--- src/rtl/control_unit.sv ---
// control_unit: multi-cycle Moore sequencer for the 8-bit CPU; fetches a 16-bit
// instruction as two bytes, decodes it and runs 0-3 execute cycles.
// Ports: clock/reset (sync, active-high); ir_out, latch_flags, mem_ready in;
// memory strobes, address select, PC, register-file, ALU, latch, MAR/IR/JR
// byte-load strobes and halted out.
module control_unit (
  input  logic       clock,
  input  logic       reset,
  input  logic [15:0] ir_out,
  input  logic [2:0] latch_flags,
  input  logic       mem_ready,
  output logic       mem_read,
  output logic       mem_write,
  output logic       addr_sel,
  output logic       pc_inc,
  output logic       pc_load,
  output logic       reg_load,
  output logic       reg_enable,
  output logic [1:0] reg_in_regselect,
  output logic [1:0] reg_out_regselect,
  output logic [1:0] reg_alu_regselect,
  output logic [3:0] alu_operation,
  output logic       latch_grab,
  output logic       latch_store,
  output logic       mar_high,
  output logic       mar_low,
  output logic       ir_high,
  output logic       ir_low,
  output logic       jr_high,
  output logic       jr_low,
  output logic       halted
);

  typedef enum logic [2:0] {
    FETCH_H, FETCH_L, DECODE, E1, E2, E3, HALT
  } state_t;

  localparam logic [3:0] OP_NOP = 4'h0;
  localparam logic [3:0] OP_MOV = 4'h1;
  localparam logic [3:0] OP_LDI = 4'h2;
  localparam logic [3:0] OP_ALU = 4'h3;
  localparam logic [3:0] OP_LD  = 4'h4;
  localparam logic [3:0] OP_ST  = 4'h5;
  localparam logic [3:0] OP_JMP = 4'h6;
  localparam logic [3:0] OP_JCC = 4'h7;
  localparam logic [3:0] OP_HLT = 4'hF;

  state_t state, state_nxt;

  logic [3:0] op;
  logic [1:0] rd;
  logic [1:0] rs;
  logic [3:0] aluop;
  logic       take;
  logic       unused_ir_lsb;

  assign op            = ir_out[15:12];
  assign rd            = ir_out[11:10];
  assign rs            = ir_out[9:8];
  assign aluop         = ir_out[7:4];
  assign unused_ir_lsb = ^ir_out[3:0];

  // Condition select: 0..2 pick a flag, 3 is the never-taken encoding.
  always_comb begin
    take = 1'b0;
    case (rs)
      2'd0:    take = latch_flags[0];
      2'd1:    take = latch_flags[1];
      2'd2:    take = latch_flags[2];
      default: take = 1'b0;
    endcase
  end

  always_ff @(posedge clock) begin
    if (reset) state <= FETCH_H;
    else       state <= state_nxt;
  end

  // In memory states the state holds and every load/inc strobe is suppressed
  // until mem_ready, so a stalled access never repeats a PC increment.
  // Selects stay valid during the stall so the datapath sees a stable setup.
  always_comb begin
    state_nxt         = state;
    mem_read          = 1'b0;
    mem_write         = 1'b0;
    addr_sel          = 1'b0;
    pc_inc            = 1'b0;
    pc_load           = 1'b0;
    reg_load          = 1'b0;
    reg_enable        = 1'b0;
    reg_in_regselect  = 2'd0;
    reg_out_regselect = 2'd0;
    reg_alu_regselect = 2'd0;
    alu_operation     = 4'd0;
    latch_grab        = 1'b0;
    latch_store       = 1'b0;
    mar_high          = 1'b0;
    mar_low           = 1'b0;
    ir_high           = 1'b0;
    ir_low            = 1'b0;
    jr_high           = 1'b0;
    jr_low            = 1'b0;
    halted            = 1'b0;

    // Outputs are forced quiet while reset is held, even mid-instruction.
    if (!reset) begin
      case (state)
        FETCH_H: begin
          mem_read = 1'b1;
          if (mem_ready) begin
            ir_high   = 1'b1;
            pc_inc    = 1'b1;
            state_nxt = FETCH_L;
          end
        end
        FETCH_L: begin
          mem_read = 1'b1;
          if (mem_ready) begin
            ir_low    = 1'b1;
            pc_inc    = 1'b1;
            state_nxt = DECODE;
          end
        end
        DECODE: begin
          case (op)
            OP_MOV, OP_LDI, OP_ALU, OP_LD, OP_ST, OP_JMP, OP_JCC: state_nxt = E1;
            OP_HLT:  state_nxt = HALT;
            default: state_nxt = FETCH_H;  // NOP and undefined opcodes
          endcase
        end
        E1: begin
          state_nxt = FETCH_H;
          case (op)
            OP_MOV: begin
              reg_enable        = 1'b1;
              reg_out_regselect = rs;
              reg_load          = 1'b1;
              reg_in_regselect  = rd;
            end
            OP_LDI: begin
              mem_read         = 1'b1;
              reg_in_regselect = rd;
              state_nxt        = E1;
              if (mem_ready) begin
                reg_load  = 1'b1;
                pc_inc    = 1'b1;
                state_nxt = FETCH_H;
              end
            end
            OP_ALU: begin
              reg_enable        = 1'b1;
              reg_out_regselect = rs;
              reg_alu_regselect = rd;
              alu_operation     = aluop;
              latch_grab        = 1'b1;
              state_nxt         = E2;
            end
            OP_LD, OP_ST, OP_JMP, OP_JCC: begin
              mem_read  = 1'b1;
              state_nxt = E1;
              if (mem_ready) begin
                mar_high  = (op == OP_LD) || (op == OP_ST);
                jr_high   = (op == OP_JMP) || (op == OP_JCC);
                pc_inc    = 1'b1;
                state_nxt = E2;
              end
            end
            default: state_nxt = FETCH_H;
          endcase
        end
        E2: begin
          state_nxt = FETCH_H;
          case (op)
            OP_ALU: begin
              latch_store      = 1'b1;
              reg_load         = 1'b1;
              reg_in_regselect = rd;
            end
            OP_LD, OP_ST, OP_JMP, OP_JCC: begin
              mem_read  = 1'b1;
              state_nxt = E2;
              if (mem_ready) begin
                mar_low   = (op == OP_LD) || (op == OP_ST);
                jr_low    = (op == OP_JMP) || (op == OP_JCC);
                pc_inc    = 1'b1;
                state_nxt = E3;
              end
            end
            default: state_nxt = FETCH_H;
          endcase
        end
        E3: begin
          state_nxt = FETCH_H;
          case (op)
            OP_LD: begin
              mem_read         = 1'b1;
              addr_sel         = 1'b1;
              reg_in_regselect = rd;
              state_nxt        = E3;
              if (mem_ready) begin
                reg_load  = 1'b1;
                state_nxt = FETCH_H;
              end
            end
            OP_ST: begin
              reg_enable        = 1'b1;
              reg_out_regselect = rs;
              mem_write         = 1'b1;
              addr_sel          = 1'b1;
              state_nxt         = mem_ready ? FETCH_H : E3;
            end
            OP_JMP:  pc_load = 1'b1;
            OP_JCC:  pc_load = take;
            default: state_nxt = FETCH_H;
          endcase
        end
        HALT: begin
          halted = 1'b1;
        end
        default: state_nxt = FETCH_H;
      endcase
    end
  end

endmodule

--- config.mk ---
export PLATFORM = sky130hd
export DESIGN_NAME = control_unit
export DESIGN_NICKNAME = d
export VERILOG_FILES = /design/src/rtl/control_unit.sv
export SDC_FILE = /design/constraint.sdc
export NUM_CORES = 1
export LEC_CHECK = 0
export CORE_MARGIN = 2
export CORE_UTILIZATION = 35
export CTS_CLUSTER_SIZE = 24
export DETAILED_ROUTE_END_ITERATION = 12
export GPL_TIMING_DRIVEN = 0
export PLACE_DENSITY = 0.9
export SLEW_MARGIN = 15
export SYNTH_ARGS = -nofsm -noshare
export SYNTH_HDL_FRONTEND = slang
export SYNTH_SLANG_ARGS = --single-unit
--- constraint.sdc ---
create_clock -name clock -period 1.6 [get_ports clock]
set_input_delay 0.16 -clock clock [delete_from_list [all_inputs] [get_ports clock]]
set_output_delay 0.16 -clock clock [all_outputs]
set_load 0.005 [all_outputs]
==> reports/metrics.csv <==
metric,value,unit
outcome,"complete, but fails checks",
violated checks,setup timing,
clk buf depth,2,
Hold Path Origin,ir_out[15],
final worst path period need,1.840,ns
DR vias,1070,
gr usage total,27.25,%
DRT Pass-1 Iters,4,
Synth top area share,8.618,%
root buffer cell,clkbuf_4,
Place WS,-0.7566,ns
vias per inst,5.753,
Num CTS Buffers,3,
final WL,3.278,mm
Worst-Skew Late Latency,0.23,ns
final worst slack,-0.2401,ns
Row Count,16,
Yosys reg bits,3,
critical path capture point type,primary output,
CP Data Required Time,1.44,ns
Die Wd,48.62,um
Post-route DRC,0,
Largest regs,state x3,
hold-fix buffers at CTS,0,
fill count,130,
RSZ-0062 raised after global routing,true,
R2R Setup Slk,0.18,ns
peak supply drop,0.2919,mV
Crit path max-delay family,simple AND/OR/NAND/NOR gates,
CTS tree,done,
grt total ovfl,0,
Final Skew,0.002165,ns
Async SR Flop Fraction,0,%
gpl congestion,0.8248,
Crit path largest cell delay,0.39,ns
port bufs,43,
initial antenna violation count,0,
die area,2364,um^2
Reg2Reg Depth,5,
Fin. Hold Viols,0,
Hold WS,0.4293,ns
Static Leakage,0.6352,nW
Netlist cell types,45,
Critical Path Slowest Stage Cell,or3_4,
max FFs per register,3,
"Cell Chain, Critical Path",clkdlybuf4s15_2 -> nand2b_1 -> buf_6 -> or3_4 -> buf_6 -> o211ai_2 -> and3_1 -> buf_2,
clock slew at reported path FFs,0.04,ns
FF-to-FF Start,state[1],
Ant. Diodes,0,
chip height,48.62,um
I/O pin count,48,
Biggest register,state,
post-synthesis cell count,97,
crit path DAT,1.68,ns
measured slew at the worst slew-check pin,0.4161,ns
Starting DRT DRC Count,32,
Starting Density,36.26,%
worst path bufs/invs,4,
Routed Antenna Nets,0,
Max Slew Vio Count,0,
"Power, Total",0.4317,mW
drt wl/cell,17.62,um
relative slew slack,72.02,%
syn_nets,119,
power density over the cells,311.7,nW/um^2
fmax,543.5,MHz
"commonest non-fill, non-tap cell in the layout",buf_2,
Crit Path Class,input pin to primary output,
period utilization,115.0,%
Inst Count DP,167,
Core ar.,1922,um^2
RR Endpoint,state[2],
Crit Path Max Fanout,9,
first-pass GRT wire length,5.092,mm
Syn Area/Cell,7.185,um^2
"leading cell types in the layout, fill and taps excluded","buf_2 (18), buf_4 (14), clkdlybuf4s50_1 (10)",
"Area growth, synth to finish",98.74,%
number of global-route vias before repair,1066,
Post-Synthesis Cell Area,696.9,um^2
nets@finish,182,
Hold Crit Endpoint,state[0],
fin cells,186,
Final HPWL DP,1.756,mm
final core occ,72.07,%
post-synth top area cell,dfxtp_1,
largest net degree at the start of global routing,11,
Final Setup Violations,17,
Main synth FF type,dfxtp_1,
Startpoint Class,input pin,
sequential area share after synthesis,8.618,%
"most used cell, CP",buf_6,
Reg area,71.32,um^2
worst hold path class,input pin to flop,
H-Tree Depth,1,
Synthesis Warnings,0,
number of enable flip-flop cells after synthesis,0,
ratio of cells with drive above 1 in the final layout,52.20,%
max-cap viol count,0,
ranking of synthesized cells by area,"dfxtp_1 (8.6%), and2_1 (7.2%), nand2b_1 (7.2%)",
CTS Sinks,3,
Multi-input gate area,720.7,um^2
WHS Path Cells,3,
logic make-up (layout without fill, tap and decap cells):
kind of cell / after synthesis / count (layout) / share of synthesized area (%)
muxes: 1 / 1 / 1.436
and+or+nand+nor: 59 / 59 / 56.91
AOI/OAI and AO/OA: 25 / 25 / 27.11
buffers and inverters: 9 / 71 / 5.923
DFF: 3 / 3 / 8.618
report_power, final:
group / internal (mW) / switching, mW
sequential: 0.0781 / 0.00987
combinational: 0.107 / 0.107
clock: 0.0933 / 0.0368
routing by layer:
layer	part of all wire (%)	up-vias	routed length, um	track usage (%)
li1	-	495	-	-
met3	8.0	12	261	5.864
met5	0	-	0	0
met2	50	79	1630	49.09
met4	3.6	0	119	14.76
met1	39	484	1266	29.38
worst max path at each step:
stage	slack, ns	endpoint	depth (start not counted)	start
global route	-0.31	reg_in_regselect[0]	6	state[1]
global placement	-0.76	reg_in_regselect[0]	6	ir_out[14]
finish	-0.24	reg_in_regselect[0]	8	ir_out[15]
floorplan	0.17	reg_in_regselect[0]	4	state[0]
CTS	-0.21	reg_in_regselect[0]	6	state[1]
detailed placement	-0.76	reg_out_regselect[1]	7	ir_out[15]
area by class of cell:
type                            instances  share of cell area (%)
Tap cell                               27                   2.439
Multi-Input combinational cell         85                   52.03
Clock buffer                            4                   1.897
Buffer                                  6                   4.336
Sequential cell                         3                   5.149
Timing Repair Buffer                   59                   33.60
Inverter                                2                  0.5420
cell usage after synthesis (all sizes together) (2+ instances only):
cell / count
nor2: 10
nand2b: 9
and2: 8
buf: 6
nand2: 6
a21oi: 5
nor4: 5
o21ai: 4
a31oi: 3
dfxtp: 3
nand3b: 3
nor3: 3
o211ai: 3
a21o: 2
and3: 2
inv: 2
or3: 2
or3b: 2
metrics by stage:
stage          setup TNS [ns]  instance area (um^2)
2_1_floorplan               0                 696.9
3_3_place_gp           -14.73                  1161
3_5_place_dp           -15.38                  1161
4_1_cts                -1.283                  1340
5_1_grt                -3.317                  1385
6_report               -1.645                  1385
worst register-to-register path: stages, from the launching register on:
cell	delay [ns]
dfxtp_4	0.35
nand3b_1	0.19
or3_4	0.37
buf_4	0.16
nand2b_4	0.14
a41oi_2	0.15
what timing repair did:
action                                  CTS  global route
hold endpoints to repair                  0             0
setup buffers                            13             4
resized for setup                       127            24
pin swaps                                19             4
endpoints found under the setup margin   26            24
Power figures use the tool's default switching activity.
